File: src/rtl/layer_compositor_if.sv
// Pixel-side bundle for layer_compositor: frame timing, mode request, raster
// position, per-layer sprite hits/colours in; composited RGB and mode status out.
interface layer_compositor_if #(
   parameter int unsigned NUM_LAYERS = 4,
   parameter int unsigned COLOR_W    = 8
);
   logic                              frame_start;
   logic [1:0]                        screen_mode;
   logic [9:0]                        DrawX;
   logic [9:0]                        DrawY;
   logic [NUM_LAYERS-1:0]             layer_on;
   logic [NUM_LAYERS*3*COLOR_W-1:0]   layer_rgb;
   logic [COLOR_W-1:0]                Red;
   logic [COLOR_W-1:0]                Green;
   logic [COLOR_W-1:0]                Blue;
   logic [1:0]                        active_mode;
   logic                              fade_busy;

   modport master (
      output frame_start, screen_mode, DrawX, DrawY, layer_on, layer_rgb,
      input  Red, Green, Blue, active_mode, fade_busy
   );

   modport slave (
      input  frame_start, screen_mode, DrawX, DrawY, layer_on, layer_rgb,
      output Red, Green, Blue, active_mode, fade_busy
   );
endinterface

File: src/rtl/layer_compositor.sv
// Two-stage priority compositor (sprites > banner > black) with blinking START banner.
// Define COMPOSITOR_FADE_EN for the frame-stepped fade-out/fade-in on mode change.
module layer_compositor #(
   parameter int unsigned NUM_LAYERS   = 4,
   parameter int unsigned COLOR_W      = 8,
   parameter int unsigned BANNER_X0    = 280,
   parameter int unsigned BANNER_X1    = 360,
   parameter int unsigned BANNER_Y0    = 208,
   parameter int unsigned BANNER_Y1    = 272,
   parameter int unsigned BLINK_FRAMES = 30
) (
   input  logic             Clk,
   input  logic             Reset,
   layer_compositor_if.slave bus
);
   localparam int unsigned PIX_W = 3 * COLOR_W;
   localparam int unsigned LVL_W = $clog2(COLOR_W + 1);
   localparam int unsigned CNT_W = (BLINK_FRAMES > 1) ? $clog2(BLINK_FRAMES) : 1;
   localparam logic [9:0]       BX0      = 10'(BANNER_X0);
   localparam logic [9:0]       BX1      = 10'(BANNER_X1);
   localparam logic [9:0]       BY0      = 10'(BANNER_Y0);
   localparam logic [9:0]       BY1      = 10'(BANNER_Y1);
   localparam logic [CNT_W-1:0] CNT_LAST = CNT_W'(BLINK_FRAMES - 1);

   typedef enum logic [1:0] {
      MODE_START = 2'd0,
      MODE_PLAY  = 2'd1,
      MODE_OVER  = 2'd2
   } mode_t;

   mode_t              w_req;
   mode_t              r_active;
   mode_t              w_active_next;
   logic [LVL_W-1:0]   w_level;
   logic               w_fade_busy;
   logic               w_enter_start;
   logic               w_banner_hit;
   logic [CNT_W-1:0]   r_blink_cnt;
   logic               r_blink_on;
   logic [PIX_W-1:0]   w_s1;
   logic [PIX_W-1:0]   r_s1;
   logic [COLOR_W-1:0] r_red;
   logic [COLOR_W-1:0] r_grn;
   logic [COLOR_W-1:0] r_blu;

   assign w_req = (bus.screen_mode == 2'd3) ? MODE_PLAY : mode_t'(bus.screen_mode);

`ifdef COMPOSITOR_FADE_EN
   localparam logic [LVL_W-1:0] LVL_MAX = LVL_W'(COLOR_W);

   typedef enum logic [1:0] {
      ST_IDLE     = 2'd0,
      ST_FADE_OUT = 2'd1,
      ST_FADE_IN  = 2'd2
   } state_t;

   state_t           r_state;
   state_t           w_state_next;
   mode_t            r_target;
   mode_t            w_target_next;
   logic [LVL_W-1:0] r_level;
   logic [LVL_W-1:0] w_level_next;

   always_ff @(posedge Clk or posedge Reset) begin
      if (Reset) begin
         r_state  <= ST_IDLE;
         r_target <= MODE_START;
         r_level  <= '0;
      end else begin
         r_state  <= w_state_next;
         r_target <= w_target_next;
         r_level  <= w_level_next;
      end
   end

   // A request change in FADE_IN turns the fade around without stepping that cycle.
   always_comb begin
      w_state_next  = r_state;
      w_target_next = r_target;
      w_level_next  = r_level;
      w_active_next = r_active;
      unique case (r_state)
         ST_IDLE: begin
            if (w_req != r_target) begin
               w_target_next = w_req;
               w_state_next  = ST_FADE_OUT;
            end
         end
         ST_FADE_OUT: begin
            w_target_next = w_req;
            if (bus.frame_start) begin
               w_level_next = r_level + 1'b1;
               if (w_level_next == LVL_MAX) begin
                  w_active_next = w_req;
                  w_state_next  = ST_FADE_IN;
               end
            end
         end
         ST_FADE_IN: begin
            if (w_req != r_target) begin
               w_target_next = w_req;
               w_state_next  = ST_FADE_OUT;
            end else if (bus.frame_start) begin
               w_level_next = r_level - 1'b1;
               if (w_level_next == '0) w_state_next = ST_IDLE;
            end
         end
         default: w_state_next = ST_IDLE;
      endcase
   end

   assign w_level     = r_level;
   assign w_fade_busy = (r_state != ST_IDLE);
`else
   assign w_active_next = w_req;
   assign w_level       = '0;
   assign w_fade_busy   = 1'b0;
`endif

   always_ff @(posedge Clk or posedge Reset) begin
      if (Reset) r_active <= MODE_START;
      else       r_active <= w_active_next;
   end

   assign w_enter_start = (w_active_next == MODE_START) && (r_active != MODE_START);

   always_ff @(posedge Clk or posedge Reset) begin
      if (Reset) begin
         r_blink_cnt <= '0;
         r_blink_on  <= 1'b1;
      end else if (w_enter_start) begin
         r_blink_cnt <= '0;
         r_blink_on  <= 1'b1;
      end else if (bus.frame_start && (r_active == MODE_START)) begin
         if (r_blink_cnt == CNT_LAST) begin
            r_blink_cnt <= '0;
            r_blink_on  <= ~r_blink_on;
         end else begin
            r_blink_cnt <= r_blink_cnt + 1'b1;
         end
      end
   end

   assign w_banner_hit = (bus.DrawX >= BX0) && (bus.DrawX < BX1) &&
                         (bus.DrawY >= BY0) && (bus.DrawY < BY1);

   // Ascending scan so the highest-index active layer overrides the rest.
   always_comb begin
      w_s1 = '0;
      if (w_banner_hit) begin
         if ((r_active == MODE_START) && r_blink_on) w_s1 = '1;
         else if (r_active == MODE_OVER) w_s1 = {{COLOR_W{1'b1}}, {(2*COLOR_W){1'b0}}};
      end
      for (int unsigned i = 0; i < NUM_LAYERS; i++) begin
         if (bus.layer_on[i]) w_s1 = bus.layer_rgb[i*PIX_W +: PIX_W];
      end
   end

   always_ff @(posedge Clk or posedge Reset) begin
      if (Reset) begin
         r_s1  <= '0;
         r_red <= '0;
         r_grn <= '0;
         r_blu <= '0;
      end else begin
         r_s1  <= w_s1;
         r_red <= r_s1[PIX_W-1 -: COLOR_W] >> w_level;
         r_grn <= r_s1[2*COLOR_W-1 -: COLOR_W] >> w_level;
         r_blu <= r_s1[COLOR_W-1:0] >> w_level;
      end
   end

   assign bus.Red         = r_red;
   assign bus.Green       = r_grn;
   assign bus.Blue        = r_blu;
   assign bus.active_mode = r_active;
   assign bus.fade_busy   = w_fade_busy;
endmodule

File: src/flat_wrapper.sv
// flat-port wrapper written by rule: the top's interface ports become plain ports
module layer_compositor_flat 
#(
   parameter int unsigned NUM_LAYERS   = 4,
   parameter int unsigned COLOR_W      = 8,
   parameter int unsigned BANNER_X0    = 280,
   parameter int unsigned BANNER_X1    = 360,
   parameter int unsigned BANNER_Y0    = 208,
   parameter int unsigned BANNER_Y1    = 272,
   parameter int unsigned BLINK_FRAMES = 30
)
  (Clk, Reset, bus_frame_start, bus_screen_mode, bus_DrawX, bus_DrawY, bus_layer_on, bus_layer_rgb, bus_Red, bus_Green, bus_Blue, bus_active_mode, bus_fade_busy);
  layer_compositor_if #(.NUM_LAYERS(NUM_LAYERS), .COLOR_W(COLOR_W)) bus_i ();
  input  logic Clk;
  input  logic Reset;
  input wire logic [$bits(bus_i.frame_start)-1:0] bus_frame_start;
  input wire logic [$bits(bus_i.screen_mode)-1:0] bus_screen_mode;
  input wire logic [$bits(bus_i.DrawX)-1:0] bus_DrawX;
  input wire logic [$bits(bus_i.DrawY)-1:0] bus_DrawY;
  input wire logic [$bits(bus_i.layer_on)-1:0] bus_layer_on;
  input wire logic [$bits(bus_i.layer_rgb)-1:0] bus_layer_rgb;
  output wire logic [$bits(bus_i.Red)-1:0] bus_Red;
  output wire logic [$bits(bus_i.Green)-1:0] bus_Green;
  output wire logic [$bits(bus_i.Blue)-1:0] bus_Blue;
  output wire logic [$bits(bus_i.active_mode)-1:0] bus_active_mode;
  output wire logic [$bits(bus_i.fade_busy)-1:0] bus_fade_busy;
  assign bus_i.frame_start = bus_frame_start;
  assign bus_i.screen_mode = bus_screen_mode;
  assign bus_i.DrawX = bus_DrawX;
  assign bus_i.DrawY = bus_DrawY;
  assign bus_i.layer_on = bus_layer_on;
  assign bus_i.layer_rgb = bus_layer_rgb;
  assign bus_Red = bus_i.Red;
  assign bus_Green = bus_i.Green;
  assign bus_Blue = bus_i.Blue;
  assign bus_active_mode = bus_i.active_mode;
  assign bus_fade_busy = bus_i.fade_busy;
  layer_compositor #(.NUM_LAYERS(NUM_LAYERS), .COLOR_W(COLOR_W), .BANNER_X0(BANNER_X0), .BANNER_X1(BANNER_X1), .BANNER_Y0(BANNER_Y0), .BANNER_Y1(BANNER_Y1), .BLINK_FRAMES(BLINK_FRAMES)) u_core (.Clk(Clk), .Reset(Reset), .bus(bus_i));
endmodule
File: config.mk
export PLATFORM = sky130hd
export DESIGN_NAME = layer_compositor_flat
export DESIGN_NICKNAME = d
export VERILOG_FILES = /design/src/rtl/layer_compositor_if.sv /design/src/rtl/layer_compositor.sv /design/src/flat_wrapper.sv
export SDC_FILE = /design/constraint.sdc
export NUM_CORES = 1
export LEC_CHECK = 0
export ABC_AREA = 1
export CORE_UTILIZATION = 55
export DETAILED_ROUTE_END_ITERATION = 12
export DONT_BUFFER_PORTS = 1
export PLACE_DENSITY = 0.69
export SLEW_MARGIN = 20
export SYNTH_ARGS = -nofsm -noshare
export SYNTH_HDL_FRONTEND = slang
export SYNTH_SLANG_ARGS = --single-unit
File: constraint.sdc
create_clock -name Clk -period 4.2 [get_ports Clk]
set_input_delay 0.63 -clock Clk [delete_from_list [all_inputs] [get_ports Clk]]
set_output_delay 0.63 -clock Clk [all_outputs]
set_load 0.02 [all_outputs]
Yosys cells after proc, flatten, opt, wreduce, memory -nomap -nowiden
Cells that the tools add are included.
{"block": "totals", "inputBits": 125, "register_bits": 56, "latch_bits": 0, "output_inout_bits": 27, "mem_count": 0, "rom_bits": 0, "wordCells": 42, "ramBits": 0}
{"block": "classes", "n_reduce_logical": 12, "shift": 0, "div": 0, "multipliers": 0, "n_lt_le_gt_ge": 4, "mux": 14, "n_bitwise": 1, "n_eq_ne": 3, "add_sub_neg": 1}
{"cell": "$mux 24", "n": 7}
{"cell": "$lt 10x9->1 const B", "n": 2}
{"cell": "$mux 5", "n": 3}
{"cell": "$ge 10x8->1 const B", "n": 1}
{"cell": "$ge 10x9->1 const B", "n": 1}
{"cell": "$logic_and 1x1->1", "n": 6}
{"cell": "$reduce_bool 2->1", "n": 3}
{"cell": "$add 5x1->5 const B", "n": 1}
{"cell": "$eq 5x5->1 const B", "n": 1}
{"cell": "$eq 2x2->1 const B", "n": 2}
{"cell": "$logic_not 2->1", "n": 2}
{"cell": "$mux 1", "n": 3}
{"cell": "$mux 2", "n": 1}
{"cell": "$reduce_and 2->1", "n": 1}
{"cell": "$not 1->1", "n": 1}

Longest topological paths before layout
Gate-level depths: netlist (run 1).
{"block": "depth", "word_depth": 9, "mapped_depth": 12, "depth_no_buf": 11}

Least setup slack after synthesis (run 1)
OpenSTA, ideal clock, no wires.
{"block": "synth_path", "path_type": "input-to-reg", "startpoint": "in bus_DrawY[6]", "endpoint": "reg u_core.r_s1[12]", "stages": 11, "path_buffers": 1, "t_required_ps": 4135, "setup_slack_ps": 2610, "setup_ps": 65, "arrival_ps": 1525, "cell_sequence": "or2_0 -> nand2_1 -> nand2_1 -> nor2_2 -> nand2_2 -> buf_6 -> nand2_1 -> nand2_1 -> nand2_1 -> nand2_1 -> nand2_1"}
{"block": "synth_via", "elab_chain_len": 8, "word_cells_on_any_way": 9, "cone_classes": "2 x order compare; 5 x mux; 2 x reduce/logical"}
{"item": "from (decl)", "line": "flat_wrapper.sv:19", "rtl": "input wire logic [$bits(bus_i.DrawY)-1:0] bus_DrawY;"}
{"item": "$ge 10x8->1", "line": "layer_compositor.sv:145", "rtl": "(bus.DrawY >= BY0) && (bus.DrawY < BY1);"}
{"item": "$logic_and 1x1->1", "line": "layer_compositor.sv:144", "rtl": "assign w_banner_hit = (bus.DrawX >= BX0) && (bus.DrawX < BX1) &&"}
{"item": "$logic_and 1x1->1 *", "line": "layer_compositor.sv:145"}
{"item": "$mux 24 *", "line": "layer_compositor.sv:150", "rtl": "if (w_banner_hit) begin"}
{"item": "$mux 24 * (4 in series)", "line": "layer_compositor.sv:155", "rtl": "if (bus.layer_on[i]) w_s1 = bus.layer_rgb[i*PIX_W +: PIX_W];"}
{"item": "named net u_core.w_s1[12]", "line": "layer_compositor.sv:40", "rtl": "logic [PIX_W-1:0] w_s1;"}
{"item": "to (signal assigned)", "line": "layer_compositor.sv:166", "rtl": "r_s1 <= w_s1;"}
{"item": "to (decl)", "line": "layer_compositor.sv:41", "rtl": "logic [PIX_W-1:0] r_s1;"}
Mark *: on every way through the listed nets, which the timed path passes. The rest lies on a longest branch.
A chain may end at the register's enable or synchronous reset.

Worst setup path after layout (run 1)
{"block": "layout_path", "startpoint": "reg u_core.r_active[1], in the netlist u_core.bus.active_mode[1]", "endpoint": "reg u_core.r_s1[0]"}
{"block": "layout_via", "elab_chain_len": 8}
{"item": "from (decl)", "line": "layer_compositor.sv:32", "rtl": "mode_t r_active;"}
{"item": "from (signal assigned)", "line": "layer_compositor.sv:122", "rtl": "else r_active <= w_active_next;"}
{"item": "$logic_not 2->1", "line": "layer_compositor.sv:151", "rtl": "if ((r_active == MODE_START) && r_blink_on) w_s1 = '1;"}
{"item": "$logic_and 1x1->1", "line": "layer_compositor.sv:151"}
{"item": "$mux 24", "line": "layer_compositor.sv:151"}
{"item": "$mux 24", "line": "layer_compositor.sv:150"}
{"item": "$mux 24 (4 in series)", "line": "layer_compositor.sv:155"}
{"item": "named net u_core.w_s1[0]", "line": "layer_compositor.sv:40"}
The timed path passes the listed nets, and every way through them passes these cells.

==> metrics, run 1 <==
Hold Path Class=input port to asynchronous set/reset pin; ANT nets after route=0; Worst path slowest cell=dfrtp_1; Placer Congestion=0.792; Comb power frac=0.115; Pleak=1.68 nW; met1 Usage GRT=0.275; met2 GRT Util=0.400; CP Max Fanout=16; die area=5660 µm²; Worst Setup Path Type=flop to flop; Reg power frac=0.563; Mapped Area=2950 µm²; M3 GR Usage=0.0589; first-pass GRT wire length=9.76 mm; dpl hpwl=4.58 mm; DRC Markers=0; Worst Skew=6.58 ps; Unique masters post-synth=23; syn avg cell area=7.16 µm²; Yosys Warn Count=0; slowest cell delay on critical path=480 ps; Clock Tree Buf Depth=2; cell breakdown of the critical path=nor2_1 > inv_1 > nor3_1 > nand2_2 > nand2_1 > nand2_1 > nand2_1 > nand2_1 > nand2_1; Peak Freq=625 MHz; max-slew violations=0; pwr/cell area=386 nW/µm²; Worst VDD drop=0.181 mV; # IOs=152; Starting DRT DRC Count=108; Sum Neg Setup Slack=0 ps; GR Overflow Total=0; Die Width=75.3 µm; area post-placement=2860 µm²; CTS tree=done; clock network power share=0.322; Worst Max-Slew Pin Slew=541 ps; Syn Inst Count=412; MaxCap Viol Count=0; Synth Register Bits=56; setup bufs post-CTS=0; clock root buffer=clkbuf_8; initial antenna violation count=0; cell row count=26; Nets=527; Psw=0.309 mW; vias in the first global route=2196; post-synthesis net count=539; P&R area growth vs syn=0.933%; Finish-stage setup viols=0; Layout Utilization=0.580; starting density of the core=0.574; crit path capture type=flop; delay-heaviest family, CP=simple AND/OR/NAND/NOR gates; Die Span Y=75.3 µm; CTS buffer count=5; Final period util=0.381; cell mode on critical path=nand2_1; final-report hold violation count=0; Hold Buf Count CTS=0; RSZ-0062 raised after global routing=false; WP data required=4450 ps; H-tree Lvls=2; Port Buffer Count=0; fin area=2980 µm²; minimum clock period=1600 ps; Core Box Area=5140 µm²; overall global routing resource usage=0.230; Seq/Total Area, Yosys=0.475; clock sinks=56; gr busiest metal=met2; post-CTS sizing=0; vias per cell=5.14; CP bufs+invs=1; Crit path arrival time=1850 ps; type of origin of the critical path=flop; final wirelength=6.33 mm; Diodes inserted=0; fill cell count=534; largest net degree at the start of global routing=49; clock transition at the registers of the reported paths=100 ps; Sw Ratio=0.269; Avg WL per Cell=13.4 µm; first-pass iteration count of the detailed router=4; Clk Latency, worst-skew pair=310 ps; max_slew headroom=0.635; fraction of layout cells with a size suffix above 1=0.0424; status=finished, final reports clean; internal power=0.841 mW; detailed-route via count=2421
## flip-flops by register name (all words and copies together), names as in the netlist
| signal | flops |
|---|---|
| u_core.r_blink_on | 1 |
| u_core.bus.active_mode | 2 |
| u_core.bus.Blue | 8 |
| u_core.r_s1 | 24 |
| u_core.r_blink_cnt | 5 |
| u_core.bus.Green | 8 |
| u_core.bus.Red | 8 |
## metal layers
layer | vias to the layer above | wire length, µm
met1 | 1112 | 2560
met4 | 0 | 121
li1 | 1200 | -
met5 | - | 0
met2 | 98 | 3120
met3 | 11 | 519
## kinds of logic (layout without fill, tap and decap cells)
kind of cell | count (synthesis) | after routing | share of synthesized area
AND/OR/NAND/NOR | 258 | 258 | 0.338
buffers and inverters | 62 | 51 | 0.119
flip-flops | 56 | 56 | 0.475
AO/OA/AOI/OAI | 33 | 33 | 0.0581
adder cells (fa/ha/maj) | 2 | 2 | 0.00848
other | 1 | 1 | 0.00127
## power groups by stage
stage                     clock, mW  sequential (mW)  combinational [mW]
final                         0.370            0.647               0.133
after global routing          0.395            0.655               0.160
after CTS                     0.373            0.648               0.135
after detailed placement          0            0.659               0.135
after global placement            0            0.654               0.130
after floorplan                   0            0.650               0.137
## worst paths after layout
path / startpoint / endpoint / slack (ps) / cells after the start
max: u_core.bus.active_mode[1] / u_core.r_s1[0] / 2600 / 9
min: Reset / u_core.bus.Green[4] / 140 / 1
max reg2reg: u_core.bus.active_mode[1] / u_core.r_s1[0] / 2600 / 9
min reg2reg: u_core.r_s1[14] / u_core.bus.Green[6] / 360 / 0
max in group asynchronous: Reset / u_core.r_blink_on / 3230 / 2
min in group Clk: bus_screen_mode[0] / u_core.bus.active_mode[0] / 340 / 0
## placed cells by master (no fill, tap or decap), types with 2 or more instances in the layout
| cell | n |
|---|---|
| a21oi_1 | 27 |
| buf_4 | 2 |
| clkbuf_8 | 6 |
| dfrtp_1 | 55 |
| ha_1 | 2 |
| inv_1 | 40 |
| nand2_1 | 186 |
| nand2_2 | 4 |
| nand3_1 | 3 |
| nor2_1 | 56 |
| nor3_1 | 5 |
| o21ai_0 | 4 |
## cell type report
cell class,instances,area [µm²],area share
clock buffer,6,82.6,0.0277
clock inverter,2,38.8,0.0130
inverter,41,154,0.0517
multi-input combinational,294,1200,0.402
sequential,56,1400,0.471
tap,70,87.6,0.0294
timing repair buffer,2,15.0,0.00504
## synth_stat cells, drive strengths merged
| library cell | instances | share of area |
|---|---|---|
| conb | 1 | 0.0013 |
| nand3 | 3 | 0.0051 |
| o21ai | 4 | 0.0068 |
| nor2 | 57 | 0.073 |
| dlygate4sd1 | 2 | 0.0059 |
| ha | 2 | 0.0085 |
| nor3 | 5 | 0.0085 |
| and3 | 1 | 0.0021 |
| o32ai | 1 | 0.0030 |
| dfstp | 1 | 0.0089 |
| dfrtp | 55 | 0.47 |
| clkbuf | 12 | 0.039 |
| buf | 7 | 0.022 |
| inv | 41 | 0.052 |
| nand2 | 190 | 0.25 |
| o21a | 1 | 0.0025 |
| a21oi | 27 | 0.046 |
| or2 | 1 | 0.0021 |
| nand4 | 1 | 0.0021 |
## through the flow
| stage | hold slack, ps | power [mW] | setup slack, ps | cells |
|---|---|---|---|---|
| after floorplan | 331 | 0.787 | 2200 | 412 |
| after global placement | 331 | 0.785 | 2400 | 463 |
| after detailed placement | 335 | 0.794 | 2390 | 463 |
| after CTS | 160 | 1.16 | 2580 | 471 |
| after global routing | 151 | 1.21 | 2430 | 471 |
| final | 140 | 1.15 | 2600 | 471 |
Note: power is estimated with default switching activity, not from simulation.
==> inputs of run 2 (changes only) <==
==> constraint.sdc (replaced) <==
create_clock -name Clk -period 1.52 [get_ports Clk]
set_input_delay 0.228 -clock Clk [delete_from_list [all_inputs] [get_ports Clk]]
set_output_delay 0.228 -clock Clk [all_outputs]
set_load 0.02 [all_outputs]
==> metrics, run 2 (same netlist as run 1, synthesis figures left out) <==
slowest cell delay on critical path=560 ps (was 480 ps); largest net degree at the start of global routing=49 (unchanged); vias per cell=5.04 (was 5.14); Die Width=75.3 µm (unchanged); Port Buffer Count=0 (unchanged); RSZ-0062 raised after global routing=false (unchanged); Multi-input gate area=1200 µm² (about the same); placed cell count=467 (was 463); Core Box Area=5140 µm² (unchanged); fin area=3050 µm² (was 2980 µm²); MaxCap Viol Count=0 (unchanged); first-pass GRT wire length=9.32 mm (was 9.76 mm); Crit path arrival time=1630 ps (was 1850 ps); Worst VDD drop=0.427 mV (was 0.181 mV); Clock Tree Buf Depth=2 (unchanged); cell breakdown of the critical path=inv_1 > nor3_2 > nand2_2 > buf_12 > nand2_1 > nand2_1 > nand2_1 > nand2_1 > nand2_1 (was nor2_1 > inv_1 > nor3_1 > nand2_2 > nand2_1 > nand2_1 > nand2_1 > nand2_1 > nand2_1); Pleak=1.71 nW (was 1.68 nW); cell mode on critical path=nand2_1 (unchanged); clock transition at the registers of the reported paths=90 ps (was 100 ps); CTS tree=done (unchanged); starting density of the core=0.574 (unchanged); Avg WL per Cell=13.1 µm (was 13.4 µm); initial antenna violation count=0 (unchanged); Hold Path Class=input port to flop (was input port to asynchronous set/reset pin); crit path capture type=flop (unchanged); final wirelength=6.26 mm (was 6.33 mm); most frequent cells in the layout=nand2_1 (186), nor2_1 (56), dfrtp_1 (55) (unchanged); max-slew violations=0 (unchanged); die area=5660 µm² (unchanged); leading cell type in the layout, fill and taps excluded=nand2_1 (unchanged); total power=2.99 mW (was 1.15 mW); detailed-route via count=2410 (was 2421); vias in the first global route=2164 (was 2196); Worst Setup Path Type=flop to flop (unchanged); Starting DRT DRC Count=72 (was 108); Die Span Y=75.3 µm (unchanged); Placer Congestion=0.859 (was 0.792); final-report hold violation count=0 (unchanged); GR Overflow Total=0 (unchanged); Worst path slowest cell=dfstp_2 (was dfrtp_1); P&R area growth vs syn=3.39% (was 0.933%); cell row count=26 (unchanged); largest register by flop count=u_core.r_s1 (unchanged); type of origin of the critical path=flop (unchanged); first-pass iteration count of the detailed router=4 (unchanged); CP Max Fanout=16 (unchanged); WP data required=1770 ps (was 4450 ps); pwr/cell area=980 nW/µm² (was 386 nW/µm²); clock sinks=56 (unchanged); Peak Freq=723 MHz (was 625 MHz); overall global routing resource usage=0.218 (was 0.230); DRC Markers=0 (unchanged); area post-placement=2920 µm² (was 2860 µm²); Finish-stage setup viols=0 (unchanged); Sum Neg Setup Slack=0 ps (unchanged); FF/Latch Area=1400 µm² (unchanged); fraction of layout cells with a size suffix above 1=0.0564 (was 0.0424); status=finished, final reports clean (unchanged); Final period util=0.910 (was 0.381); # IOs=152 (unchanged); minimum clock period=1380 ps (was 1600 ps); H-tree Lvls=2 (unchanged); Nets=534 (was 527); fill cell count=489 (was 534); CTS buffer count=5 (unchanged); Clk Latency, worst-skew pair=310 ps (about the same); clock root buffer=clkbuf_8 (unchanged); Worst Skew=9.09 ps (was 6.58 ps); final non-filler cell total=478 (was 471); max_slew headroom=0.653 (was 0.635); dpl hpwl=4.66 mm (was 4.58 mm); max FFs per register=24 (unchanged); ANT nets after route=0 (unchanged); Diodes inserted=0 (unchanged); Worst Max-Slew Pin Slew=519 ps (was 541 ps)
[run 2: cell count changes in the layout (fill, tap and decap cells not counted), sizes merged]
cell | before | now
buf | 2 | 7
clkinvlp | 0 | 2
clkbuf | 6 | 5
dlygate4sd3 | 0 | 2
bufinv | 1 | 0
[run 2: worst paths after layout]
| path | slack [ps] | from | cells after the start | end |
|---|---|---|---|---|
| setup / recovery | 140 | u_core.r_blink_on | 9 | u_core.r_s1[1] |
| hold / removal | 20 | bus_screen_mode[1] | 2 | u_core.bus.active_mode[1] |
| setup reg to reg | 140 | u_core.r_blink_on | 9 | u_core.r_s1[1] |
| hold reg to reg | 350 | u_core.r_s1[21] | 0 | u_core.bus.Red[5] |
| max in group asynchronous | 570 | Reset | 3 | u_core.bus.Green[2] |
| min in group asynchronous | 420 | Reset | 2 | u_core.r_s1[13] |
[run 2: area by class of cell]
class | instances | share of cell area
Clock buffer | 5 | 0.0226
Clock inverter | 3 | 0.00697
Inverter | 41 | 0.0517
Multi-Input combinational cell | 294 | 0.394
Sequential cell | 56 | 0.460
Tap cell | 70 | 0.0287
Timing Repair Buffer | 9 | 0.0361
[run 2: repair_timing]
item | CTS | global route
endpoints found under the setup margin | 0 | 16
buffers inserted | 0 | 1
hold buffers | 2 | 0
endpoints found under the hold margin | 21 | 0
gates resized for setup | 0 | 1
[run 2: report_power, final]
part	internal [mW]	leakage [nW]	switching (mW)
Sequential	1.64	0.672	0.139
Combinational	0.161	0.990	0.240
Clock	0.328	0.0445	0.481
Total	2.13	1.71	0.861
[run 2: per-layer routing]
| metal | GRT usage | wire length [µm] | up-vias |
|---|---|---|---|
| met1 | 0.260 | 2540 | 1086 |
| met3 | 0.0562 | 526 | 13 |
| met4 | 0.0823 | 104 | 0 |
| met5 | 0 | 0 | - |
| met2 | 0.380 | 3090 | 99 |
| li1 | - | - | 1212 |
[run 2: critical path: cells and delay by family, from the launching register on]
kind | cells | cell delay, ps
buf+inv | 2 | 210
flops | 1 | 560
simple gates | 7 | 550
[run 2: per-stage QoR]
step           utilization  hold slack (ps)  setup WS [ps]
2_1_floorplan            -              293            150
3_3_place_gp         0.567              154           56.8
3_5_place_dp         0.567              164           42.7
4_1_cts              0.589             4.12           18.3
5_1_grt              0.594             15.9           6.44
6_report             0.594             20.6            137
==> inputs of run 3 (changes only) <==
--- a/config.mk
+++ b/config.mk
@@ -9,6 +9,7 @@
 export CORE_UTILIZATION = 55
 export DETAILED_ROUTE_END_ITERATION = 12
 export DONT_BUFFER_PORTS = 1
+export GPL_ROUTABILITY_DRIVEN = 0
 export PLACE_DENSITY = 0.69
 export SLEW_MARGIN = 20
 export SYNTH_ARGS = -nofsm -noshare
==> results of run 3 <==
The final DEF is identical to that of run 2; final timing and power are the same.
